[src/rtl/jk_ctrl_pkg.sv]
// Shared types for the JK command controller: command encoding and debounce FSM states.
package jk_ctrl_pkg;

    typedef enum logic [1:0] {CMD_NONE, CMD_SET, CMD_CLR, CMD_TOG} jk_cmd_t;

    typedef enum logic [1:0] {RELEASED, PRESS_CHK, HELD, RELEASE_CHK} db_state_t;

    // Returns {j, k} for a command.
    function automatic logic [1:0] to_jk(input jk_cmd_t cmd);
        logic [1:0] jk;
        case (cmd)
            CMD_SET: jk = 2'b10;
            CMD_CLR: jk = 2'b01;
            CMD_TOG: jk = 2'b11;
            default: jk = 2'b00;
        endcase
        return jk;
    endfunction

endpackage

[src/rtl/btn_debounce.sv]
// One push-button: 2-flop synchroniser, debounce FSM with stability counter,
// and a single-cycle registered press event on an accepted press.
module btn_debounce
    import jk_ctrl_pkg::*;
#(
    parameter int unsigned DB_CYCLES = 4
) (
    input  logic clk,
    input  logic reset,
    input  logic btn_raw,
    output logic press_evt
);

    localparam int unsigned CNT_W = $clog2(DB_CYCLES + 1);

    logic [1:0]       sync_q;
    logic             s;
    db_state_t        state_q;
    logic [CNT_W-1:0] cnt_q;
    logic             press_evt_q;

    assign s         = sync_q[1];
    assign press_evt = press_evt_q;

    always_ff @(posedge clk or negedge reset) begin
        if (!reset) begin
            sync_q      <= '0;
            state_q     <= RELEASED;
            cnt_q       <= '0;
            press_evt_q <= 1'b0;
        end else begin
            sync_q      <= {sync_q[0], btn_raw};
            press_evt_q <= 1'b0;
            case (state_q)
                RELEASED: begin
                    if (s) begin
                        state_q <= PRESS_CHK;
                        cnt_q   <= CNT_W'(1);
                    end
                end
                PRESS_CHK: begin
                    if (!s) begin
                        state_q <= RELEASED;
                        cnt_q   <= '0;
                    end else if (cnt_q == CNT_W'(DB_CYCLES)) begin
                        state_q     <= HELD;
                        cnt_q       <= '0;
                        press_evt_q <= 1'b1;
                    end else begin
                        cnt_q <= cnt_q + CNT_W'(1);
                    end
                end
                HELD: begin
                    // Release is debounced but deliberately produces no event.
                    if (!s) begin
                        state_q <= RELEASE_CHK;
                        cnt_q   <= CNT_W'(1);
                    end
                end
                RELEASE_CHK: begin
                    if (s) begin
                        state_q <= HELD;
                        cnt_q   <= '0;
                    end else if (cnt_q == CNT_W'(DB_CYCLES)) begin
                        state_q <= RELEASED;
                        cnt_q   <= '0;
                    end else begin
                        cnt_q <= cnt_q + CNT_W'(1);
                    end
                end
                default: begin
                    state_q <= RELEASED;
                    cnt_q   <= '0;
                end
            endcase
        end
    end

endmodule

[src/rtl/jk_cmd_ctrl.sv]
// Button front-end for the negedge JK flip-flop: three debounced buttons, priority
// CLR > SET > TOG, registered single-cycle j/k pulses and an issued-command counter.
module jk_cmd_ctrl
    import jk_ctrl_pkg::*;
#(
    parameter int unsigned DB_CYCLES = 4
) (
    input  logic       clk,
    input  logic       reset,
    input  logic       btn_set,
    input  logic       btn_clr,
    input  logic       btn_tog,
    output logic       j,
    output logic       k,
    output logic       cmd_valid,
    output logic [7:0] cmd_cnt
);

    logic       evt_set, evt_clr, evt_tog;
    jk_cmd_t    cmd_d;
    logic [1:0] jk_d;
    logic       j_q, k_q, cmd_valid_q;
    logic [7:0] cmd_cnt_q;

    btn_debounce #(.DB_CYCLES(DB_CYCLES)) u_db_set (
        .clk(clk), .reset(reset), .btn_raw(btn_set), .press_evt(evt_set)
    );
    btn_debounce #(.DB_CYCLES(DB_CYCLES)) u_db_clr (
        .clk(clk), .reset(reset), .btn_raw(btn_clr), .press_evt(evt_clr)
    );
    btn_debounce #(.DB_CYCLES(DB_CYCLES)) u_db_tog (
        .clk(clk), .reset(reset), .btn_raw(btn_tog), .press_evt(evt_tog)
    );

    // Losing simultaneous events are dropped, not queued.
    always_comb begin
        cmd_d = CMD_NONE;
        if (evt_clr)      cmd_d = CMD_CLR;
        else if (evt_set) cmd_d = CMD_SET;
        else if (evt_tog) cmd_d = CMD_TOG;
        jk_d = to_jk(cmd_d);
    end

    always_ff @(posedge clk or negedge reset) begin
        if (!reset) begin
            j_q         <= 1'b0;
            k_q         <= 1'b0;
            cmd_valid_q <= 1'b0;
            cmd_cnt_q   <= '0;
        end else begin
            j_q         <= jk_d[1];
            k_q         <= jk_d[0];
            cmd_valid_q <= (cmd_d != CMD_NONE);
            if (cmd_d != CMD_NONE) cmd_cnt_q <= cmd_cnt_q + 8'd1;
        end
    end

    assign j         = j_q;
    assign k         = k_q;
    assign cmd_valid = cmd_valid_q;
    assign cmd_cnt   = cmd_cnt_q;

endmodule

[config.mk]
export PLATFORM = sky130hd
export DESIGN_NAME = jk_cmd_ctrl
export DESIGN_NICKNAME = d
export VERILOG_FILES = /design/src/rtl/jk_ctrl_pkg.sv /design/src/rtl/btn_debounce.sv /design/src/rtl/jk_cmd_ctrl.sv
export SDC_FILE = /design/constraint.sdc
export NUM_CORES = 1
export LEC_CHECK = 0
export BUFFER_PORTS_ARGS = -buffer_cell sky130_fd_sc_hd__buf_2
export CAP_MARGIN = 25
export CORE_ASPECT_RATIO = 1.25
export CORE_UTILIZATION = 40
export DETAILED_ROUTE_END_ITERATION = 8
export PLACE_DENSITY = 0.62
export SETUP_SLACK_MARGIN = 0.15
export SYNTH_ARGS = -nofsm -noshare
export SYNTH_HDL_FRONTEND = slang
export SYNTH_SLANG_ARGS = --single-unit
[constraint.sdc]
create_clock -name clk -period 1.3 [get_ports clk]
set_input_delay 0.195 -clock clk [delete_from_list [all_inputs] [get_ports clk]]
set_output_delay 0.195 -clock clk [all_outputs]
set_load 0.05 [all_outputs]
; ---- Word level (Yosys, flattened, before mapping)
; Cells that the tools add are included.
[classes]
add_sub_neg = 4
n_eq_ne = 27
muxes = 52
reduce_logical = 10
[op_table]
columns = op, n
row1 = $mux 3, 15
row2 = $mux 2, 21
row3 = $pmux 3 s4, 3
row4 = $pmux 2 s4, 3
row5 = $eq 2x2->1 const B, 8
row6 = $reduce_and 4->1, 3
row7 = $add 3x1->3 const B, 3
row8 = $eq 3x3->1 const B, 3
row9 = $mux 1, 9
row10 = $ne 3x1->1 const B, 3
row11 = $ne 3x3->1 const B, 3
row12 = $add 8x1->8 const B, 1
row13 = $eq 2x1->1 const B, 4
row14 = $logic_not 2->1, 3
row15 = $ne 2x1->1 const B, 3
row16 = $ne 2x2->1 const B, 3
row17 = $pmux 2 s3, 1
row18 = $reduce_and 2->1, 3
row19 = $reduce_bool 2->1, 1
[word_totals]
reg_bits = 35
inputBits = 5
output_inout_bits = 11
word_cells = 109

; ---- Longest topological paths before layout
; Gate-level depths: netlist of the first run.
[logic_depth]
word_depth = 5
ltp_mapped = 5
depth_no_buf = 5

; ---- Hierarchy
; Synthesis of the first run repeated with hierarchy kept, for this count alone.
[hier_totals]
cells_unflattened = 119
area_unflattened_um2 = 1463.9
[by_module_without_submodules]
columns = module, instances, cells_per_inst, area_each_um2, seq_area_each_um2
row1 = btn_debounce, 3, 28, 337.8, 200.2
row2 = jk_cmd_ctrl, 1, 35, 450.4, 275.3

; ---- Least setup slack after synthesis of the first run
; Ideal clock, no wire load.
[synth_timing]
path_type = reg2reg
from = reg cmd_cnt_q[0], in the netlist cmd_cnt[0]
to = reg cmd_cnt_q[4], in the netlist cmd_cnt[4]
t_arrival_ns = 1.183
t_required_ns = 1.157
setup_slack_ns = -0.026
path_stages_with_launch = 4
n_path_buf = 0
synth_period_minus_slack_ns = 1.326
path_cell_list = dfrtp_1 -> ha_1 -> nand4_1 -> xnor2_1
[synth_between]
elab_chain_cells = 1
[synth_rtl]
columns = item, line_no
row1 = from (decl), jk_cmd_ctrl.sv:23  ; logic [7:0] cmd_cnt_q;
row2 = from (signal assigned), jk_cmd_ctrl.sv:54  ; if (cmd_d != CMD_NONE) cmd_cnt_q <= cmd_cnt_q + 8'd1;
row3 = $add 8x1->8, jk_cmd_ctrl.sv:54
; Every way passes these cells.
; A chain may end at the register's enable or synchronous reset.

==> metrics, run 1 <==
Worst Path Max Fanout 3; CP cell instances inv_1, ha_4, nand3_2, mux2_2; # IOs 16; DRT Wirelength 2.60 mm; mux share of post-synthesis cell area 3.01%; Clock Skew 2.67 ps; Compound-Gate Fraction of Synth Area 5.51%; Hold Crit Start btn_clr; leak pwr 0.900 nW; synthesized-area fraction occupied by xor and xnor cells 6.63%; crit path launch type flip-flop; die area 3880 µm²; synthesized area per cell 11.6 µm²; Clock Tree Buf Depth 2; largest family of logic cells by synthesized area simple AND/OR/NAND/NOR gates; total CTS buffers 5; synthesized area 1450 µm²; Max Freq 0.863 GHz; most common cell after layout, fill and taps aside dfrtp_1; Max Cap Viol 0; TNS Setup 0 ps; DRC 0; CP max stage delay 370 ps; clk_lat worst skew 280 ps; largest net degree at the start of global routing 22; worst min path class input pin to flip-flop; Reg clk slew, reported paths 60 ps; TritonCTS clock tree done; kind of critical path flip-flop to flip-flop; worst reg-to-reg setup slack 140 ps; 1st-pass router iterations 2; Worst slew margin 75.3%; first-pass GRT wire length 4.74 mm; Synth Area in Simple Gates 15.7%; Starting DRT DRC Count 14; Post-DP HPWL 1.77 mm; Syn Inst Count 125; reg2reg start u_db_set.cnt_q[1]$_DFFE_PN0P_; Adder-Cell Fraction of Synth Area 6.02%; Slew @ Worst Pin 370 ps; GR peak layer met2; sequential area share after synthesis 60.2%; crit path max-delay cell type dfrtp_1; WP data arrival 1330 ps; Final ANT Viol Nets 0; grt ovf 0; initial antenna violation count 0; final hold vios 0; peak supply drop 1.17 mV; number of cell rows 24; Initial Utilization 41.7%; Hold Path Depth 1; Final min period 1160 ps; most frequent cells in the layout 28 x dfrtp_1, 17 x nand2_1, 14 x buf_4; number of global-route vias before repair 1,088; synth unique cells 24; Synth Register Bits 35; Root Driver clkbuf_8; layout cells sized above 1 37.7%; fill count 301; routing usage on met2 28.8%; Pwr Total 3.50 mW; layout net count 170; Final setup violation count 0; Die W 55.9 µm; met1 Use GR 16.4%; max-slew violations 0; I/O Buffers 15; ANT cells 0; Req. time, crit path 1470 ps; post-DR wirelength/cell 13.1 µm; CORE AREA 3480 µm²; met3 usage 5.60%; clk sinks 35; status finished, final reports clean; RSZ-0062 raised after global routing yes; H-tree depth 2; Synthesized Nets 137; All-Layer GR Usage 16.0%; number of vias per cell 5.02; Synth warnings 0; WHS Endpoint u_db_clr.sync_q[0]$_DFF_PN0_; synthesis-to-layout area growth 30.5%; crit end category flip-flop; PD cells 1840 nW/µm²; Worst Reg-to-Reg Cells 4; period utilization 89.2%; Placer Congestion 0.685; via count 993; die height 69.4 µm
-- metal layers --
layer  wire length [µm]  vias to the layer above
li1                   -                      478
met5                  0                        -
met3                 93                        6
met1               1070                      495
met2               1380                       14
met4                 55                        0
-- per-stage QoR --
stage	utilization (%)	cell area (µm²)	std cells	hold WS [ps]	setup slack, ps
final	54.5	1900	198	16.2	141
after global routing	54.5	1900	198	3.48	81.5
after CTS	52.2	1820	196	3.58	133
after detailed placement	46.6	1620	180	135	90.4
after global placement	46.6	1620	180	127	138
after floorplan	-	1480	125	-101	155
-- power by group --
group / internal (mW) / leakage, nW / switching, mW
logic: 0.507 / 0.405 / 0.566
clock network: 0.483 / 0.0515 / 0.363
registers: 1.31 / 0.443 / 0.264
total: 2.30 / 0.900 / 1.19
-- worst max path at each step --
stage / start / end
2_1_floorplan: u_db_set.cnt_q[0]$_DFFE_PN0P_ / flip-flop
3_3_place_gp: u_db_set.cnt_q[0]$_DFFE_PN0P_ / flip-flop
3_5_place_dp: u_db_set.cnt_q[0]$_DFFE_PN0P_ / flip-flop
4_1_cts: u_db_set.cnt_q[0]$_DFFE_PN0P_ / flip-flop
5_1_grt: u_db_tog.press_evt$_DFF_PN0_ / cmd_cnt[4]$_DFFE_PN0P_
6_report: u_db_set.cnt_q[1]$_DFFE_PN0P_ / flip-flop
-- repair_timing --
| action | 4_1_cts | 5_1_grt |
|---|---|---|
| endpoints found under the setup margin | 14 | 16 |
| setup buffers | 7 | 2 |
| pin swaps | 2 | 5 |
| endpoints found under the hold margin | 14 | 0 |
| hold buffers | 1 | 0 |
| resized for setup | 13 | 11 |
-- cell type report --
cell class,count,area (µm²),area share (%)
Sequential cell,35,885,46.6
Multi-Input combinational cell,79,632,33.3
Timing Repair Buffer,26,190,10.0
Clock buffer,8,100,5.28
Tap cell,39,48.8,2.57
Inverter,11,41.3,2.18
-- logic make-up after synthesis --
logic type               count (synthesis)
AO/OA/AOI/OAI                           12
buffers and inverters                   11
adder cells (fa/ha/maj)                  7
flip-flops                              35
multiplexers                             4
AND/OR/NAND/NOR                         45
XOR/XNOR                                11
-- sequential cells by signal (all words and copies together) (netlist names), 2 cells and up, named ones only --
| signal | count |
|---|---|
| u_db_clr.sync_q | 2 |
| u_db_clr.cnt_q | 3 |
| u_db_tog.sync_q | 2 |
| u_db_set.sync_q | 2 |
| u_db_set.cnt_q | 3 |
| cmd_cnt | 8 |
| u_db_tog.cnt_q | 3 |
-- critical path: cells and delay by family (launching register included) --
family	cells	cell delay, ps
buffers and inverters	1	80
DFF	1	370
adders and majority gates	1	170
and+or+nand+nor	1	90
muxes	1	330
-- synth_stat cells --
master | n | area [µm²]
a21o_2 | 1 | 8.76
a21oi_1 | 4 | 20.0
a22oi_1 | 1 | 7.51
and2_1 | 3 | 18.8
and3_1 | 1 | 6.26
dfrtp_1 | 35 | 876
ha_1 | 7 | 87.6
inv_1 | 10 | 37.5
inv_2 | 1 | 3.75
mux2_2 | 3 | 33.8
mux2i_1 | 1 | 10.0
nand2_1 | 17 | 63.8
nand2b_1 | 1 | 6.26
nand3_1 | 5 | 25.0
nand4_1 | 3 | 18.8
nor2_1 | 7 | 26.3
nor3_1 | 2 | 10.0
nor3_4 | 1 | 16.3
nor3b_1 | 5 | 37.5
o22ai_1 | 3 | 18.8
o2bb2ai_1 | 2 | 17.5
o31ai_1 | 1 | 7.51
xnor2_1 | 5 | 43.8
xor2_1 | 6 | 52.6
Power figures use the tool's default switching activity.
==> run 2: changes to the inputs <==
--- a/config.mk
+++ b/config.mk
@@ -11,6 +11,7 @@
 export CORE_UTILIZATION = 40
 export DETAILED_ROUTE_END_ITERATION = 8
 export PLACE_DENSITY = 0.62
+export REMOVE_ABC_BUFFERS = 1
 export SETUP_SLACK_MARGIN = 0.15
 export SYNTH_ARGS = -nofsm -noshare
 export SYNTH_HDL_FRONTEND = slang
==> constraint.sdc (replaced) <==
create_clock -name clk -period 1.3 [get_ports clk]
set_input_delay 0.26 -clock clk [delete_from_list [all_inputs] [get_ports clk]]
set_output_delay 0.26 -clock clk [all_outputs]
set_load 0.05 [all_outputs]
==> metrics, run 2 (synthesis gave the netlist of run 1 again) <==
Final ANT Viol Nets 0; DRT Wirelength 2.61 mm; grt ovf 0; PD cells 1790 nW/µm²; I/O Buffers 15; Worst slew margin 71.6%; TritonCTS clock tree done; largest net degree at the start of global routing 36; 1st-pass router iterations 4; first-pass GRT wire length 4.31 mm; Reg clk slew, reported paths 70 ps; TNS Setup 0 ps; number of vias per cell 4.87; DRC 0; Req. time, crit path 1460 ps; reg2reg start u_db_set.cnt_q[1]$_DFFE_PN0P_; layout net count 181; Initial Utilization 41.7%; clk_lat worst skew 280 ps; Worst Reg-to-Reg Cells 4; peak supply drop 1.16 mV; worst min path class input pin to asynchronous set/reset pin; number of cells after detailed placement 180; layout cells sized above 1 40.0%; most frequent cells in the layout 34 x dfrtp_1, 22 x buf_4, 17 x nand2_1; number of global-route vias before repair 987; WP data arrival 1320 ps; most common cell after layout, fill and taps aside dfrtp_1; worst reg-to-reg setup slack 140 ps; Final setup violation count 0; post-DR wirelength/cell 12.5 µm; Worst Path Max Fanout 3; Clock Tree Buf Depth 2; crit path launch type flip-flop; crit end category flip-flop; CP max stage delay 400 ps; All-Layer GR Usage 14.1%; total CTS buffers 5; Clock Skew 6.26 ps; Final min period 1160 ps; Placer Congestion 0.687; status finished, final reports clean; number of cell rows 24; RSZ-0062 raised after global routing yes; Max Cap Viol 0; fin util 57.6%; max reg flops 8; die area 3880 µm²; Slew @ Worst Pin 426 ps; Die W 55.9 µm; # IOs 16; crit path max-delay cell type dfrtp_1; Pwr Total 3.59 mW; CORE AREA 3480 µm²; clk sinks 35; leak pwr 0.971 nW; die height 69.4 µm; kind of critical path flip-flop to flip-flop; H-tree depth 2; CP cell instances inv_2, ha_4, nand3_2, mux2_2; max-slew violations 0; fill count 274; Post-DP HPWL 1.47 mm; initial antenna violation count 0; final hold vios 0; Hold Buf Count CTS 0; synthesis-to-layout area growth 38.0%; period utilization 89.4%; Root Driver clkbuf_8; via count 1,018; fin cells 209; Max Freq 0.860 GHz; ANT cells 0; Starting DRT DRC Count 14
run 2: worst max-delay path by stage:
| stage | depth (start not counted) | endpoint | startpoint |
|---|---|---|---|
| 2_1_floorplan | 3 | cmd_cnt[4]$_DFFE_PN0P_ | cmd_cnt[0]$_DFFE_PN0P_ |
| 3_3_place_gp | 4 | flip-flop | u_db_set.cnt_q[0]$_DFFE_PN0P_ |
| 3_5_place_dp | 4 | flip-flop | u_db_set.cnt_q[0]$_DFFE_PN0P_ |
| 4_1_cts | 1 | cmd_cnt[3] | cmd_cnt[3]$_DFFE_PN0P_ |
| 5_1_grt | 4 | cmd_cnt[4]$_DFFE_PN0P_ | u_db_set.press_evt$_DFF_PN0_ |
| 6_report | 4 | flip-flop | u_db_set.cnt_q[1]$_DFFE_PN0P_ |
run 2: layout make-up:
cell class              instances  area (µm²)  area share, %
flip-flops and latches         35         877           43.7
multi-input cells              79         641           31.9
repair buffers                 37         299           14.9
inverters                      11        41.3           2.06
clock buffers                   8         100           4.99
well taps                      39        48.8           2.43
run 2: where the power goes:
group / internal [mW] / leakage [nW] / switching (mW)
registers: 1.31 / 0.453 / 0.261
logic: 0.589 / 0.466 / 0.595
clock network: 0.483 / 0.0515 / 0.349
total: 2.38 / 0.971 / 1.21
run 2: critical path, delay by kind of cell, from the launching register on:
kind                       cells  cell delay [ps]
buffers and inverters          1               60
and+or+nand+nor                1               90
DFF                            1              400
muxes                          1              330
adders and majority gates      1              170
run 2: what timing repair did:
action,4_1_cts,5_1_grt
buffers inserted,9,12
pin swaps,2,10
resized for setup,24,21
setup endpoints to repair,16,23
run 2: metrics by stage:
stage	cell area (µm²)	hold slack [ps]	worst slack, ps
final	2010	2.27	138
after global routing	2010	38.0	51.7
after CTS	1840	17.7	140
after detailed placement	1590	321	61.2
after global placement	1590	311	105
after floorplan	1450	-35.6	-26.2
run 2: layer usage:
metal	GRT usage (%)	up-vias	wire length (µm)
met5	0	-	0
met4	5.96	0	29
met3	4.66	5	116
li1	-	503	-
met2	22.2	24	1310
met1	17.9	486	1150
==> run 3: changes to the inputs <==
--- a/config.mk
+++ b/config.mk
@@ -10,6 +10,7 @@
 export CORE_ASPECT_RATIO = 1.25
 export CORE_UTILIZATION = 40
 export DETAILED_ROUTE_END_ITERATION = 8
+export HOLD_SLACK_MARGIN = 0.02
 export PLACE_DENSITY = 0.62
 export REMOVE_ABC_BUFFERS = 1
 export SETUP_SLACK_MARGIN = 0.15
==> metrics, run 3 (synthesis gave the netlist of run 1 again) <==
status finished, final reports clean; Max Freq 0.858 GHz; grt ovf 0; clk_lat worst skew 280 ps; kind of critical path flip-flop to flip-flop; Initial Utilization 41.7%; die area 3880 µm²; peak supply drop 1.16 mV; largest net degree at the start of global routing 36; TNS Setup 0 ps; Worst slew margin 71.8%; initial antenna violation count 0; Max Cap Viol 0; period utilization 89.7%; max-slew violations 0; fin util 57.3%; Root Driver clkbuf_8; number of cells after detailed placement 180; Crit. path cell count 4; I/O Buffers 15; layout cells sized above 1 38.2%; H-tree depth 2; WP data arrival 1330 ps; All-Layer GR Usage 14.0%; Final min period 1170 ps; RSZ-0062 raised after global routing yes; leak pwr 0.969 nW; Pwr Total 3.56 mW; number of cell rows 24; number of vias per cell 4.84; Worst Reg-to-Reg Cells 4; Buf/Inv on CP 1; first-pass GRT wire length 4.28 mm; Crit. Startpoint u_db_set.cnt_q[1]$_DFFE_PN0P_; final hold vios 0; Req. time, crit path 1460 ps; max reg flops 8; Starting DRT DRC Count 17; layout net count 181; via count 1,011; CP max stage delay 380 ps; crit path max-delay cell type dfrtp_1; Placer Congestion 0.687; most common cell after layout, fill and taps aside dfrtp_1; Worst Path Max Fanout 3; Clock Tree Buf Depth 2; reg2reg start u_db_set.cnt_q[1]$_DFFE_PN0P_; Reg clk slew, reported paths 70 ps; clk sinks 35; total CTS buffers 5; Clock Skew 6.26 ps; synthesis-to-layout area growth 37.3%; ANT cells 0; DRC 0; Final setup violation count 0; die height 69.4 µm; Post-DP HPWL 1.47 mm; Final ANT Viol Nets 0; Die W 55.9 µm; fin cells 209; crit path launch type flip-flop; Top delay family on crit path flip-flops; worst min path class input pin to flip-flop; # IOs 16; Slew @ Worst Pin 423 ps; crit end category flip-flop; hold slack final 88.6 ps; worst reg-to-reg setup slack 130 ps; post-DR wirelength/cell 12.4 µm; CORE AREA 3480 µm²; PD cells 1780 nW/µm²; 1st-pass router iterations 4; CP cell instances inv_1, ha_4, nand3_2, mux2_2; most frequent cells in the layout 34 x dfrtp_1, 22 x buf_4, 17 x nand2_1; DRT Wirelength 2.59 mm; TritonCTS clock tree done; number of global-route vias before repair 985
-- run 3: cell count changes in the layout (fill, tap and decap cells not counted) --
cell           before  now
buf_6               9    8
inv_2               7    5
ha_4                4    3
dlygate4sd3_1       0    1
inv_1               4    6
ha_2                1    2
-- run 3: metal layers --
layer | vias to the layer above | track usage, % | wire [µm]
met5 | - | 0 | 0
met4 | 0 | 5.96 | 29
met3 | 5 | 4.66 | 116
met2 | 24 | 22.2 | 1300
met1 | 480 | 17.6 | 1140
li1 | 502 | - | -
-- run 3: where the power goes --
group / leakage (nW) / total [mW] / internal, mW / switching, mW
Clock: 0.0515 / 0.834 / 0.483 / 0.351
Sequential: 0.453 / 1.56 / 1.31 / 0.255
Combinational: 0.464 / 1.16 / 0.579 / 0.583
-- run 3: per-stage QoR --
stage	setup slack, ps	cell area (µm²)
after floorplan	-26.2	1450
after global placement	105	1590
after detailed placement	61.2	1590
after CTS	140	1850
after global routing	68.1	2000
final	134	2000
-- run 3: worst min-delay path by stage --
stage                     startpoint                           end  slack [ps]  cells past startpoint
after floorplan                reset    asynchronous set/reset pin         -40                      0
after global placement         reset        cmd_cnt[5]$_DFFE_PN0P_         310                      2
after detailed placement       reset  u_db_set.sync_q[0]$_DFF_PN0_         320                      2
after CTS                    btn_clr  u_db_clr.sync_q[0]$_DFF_PN0_          80                      1
after global routing         btn_set  u_db_set.sync_q[0]$_DFF_PN0_          80                      1
final                        btn_set  u_db_set.sync_q[0]$_DFF_PN0_          90                      1
-- run 3: what timing repair did --
action	CTS	global route
setup buffers	9	11
pin swaps	2	10
resized for setup	24	17
endpoints found under the hold margin	10	0
setup endpoints to repair	16	23
hold buffers	1	0
-- run 3: worst register-to-register path: stages (launching register included) --
cell and delay, ps:
dfrtp_1 380, inv_1 90, ha_4 180, nand3_2 90
mux2_2 330
-- run 3: final cells by class --
| class | instances | area (µm²) |
|---|---|---|
| clock buffer | 8 | 100 |
| timing repair buffer | 37 | 298 |
| tap | 39 | 48.8 |
| inverter | 11 | 41.3 |
| multi-input combinational | 79 | 631 |
| sequential | 35 | 877 |
| fill | 278 | 1490 |
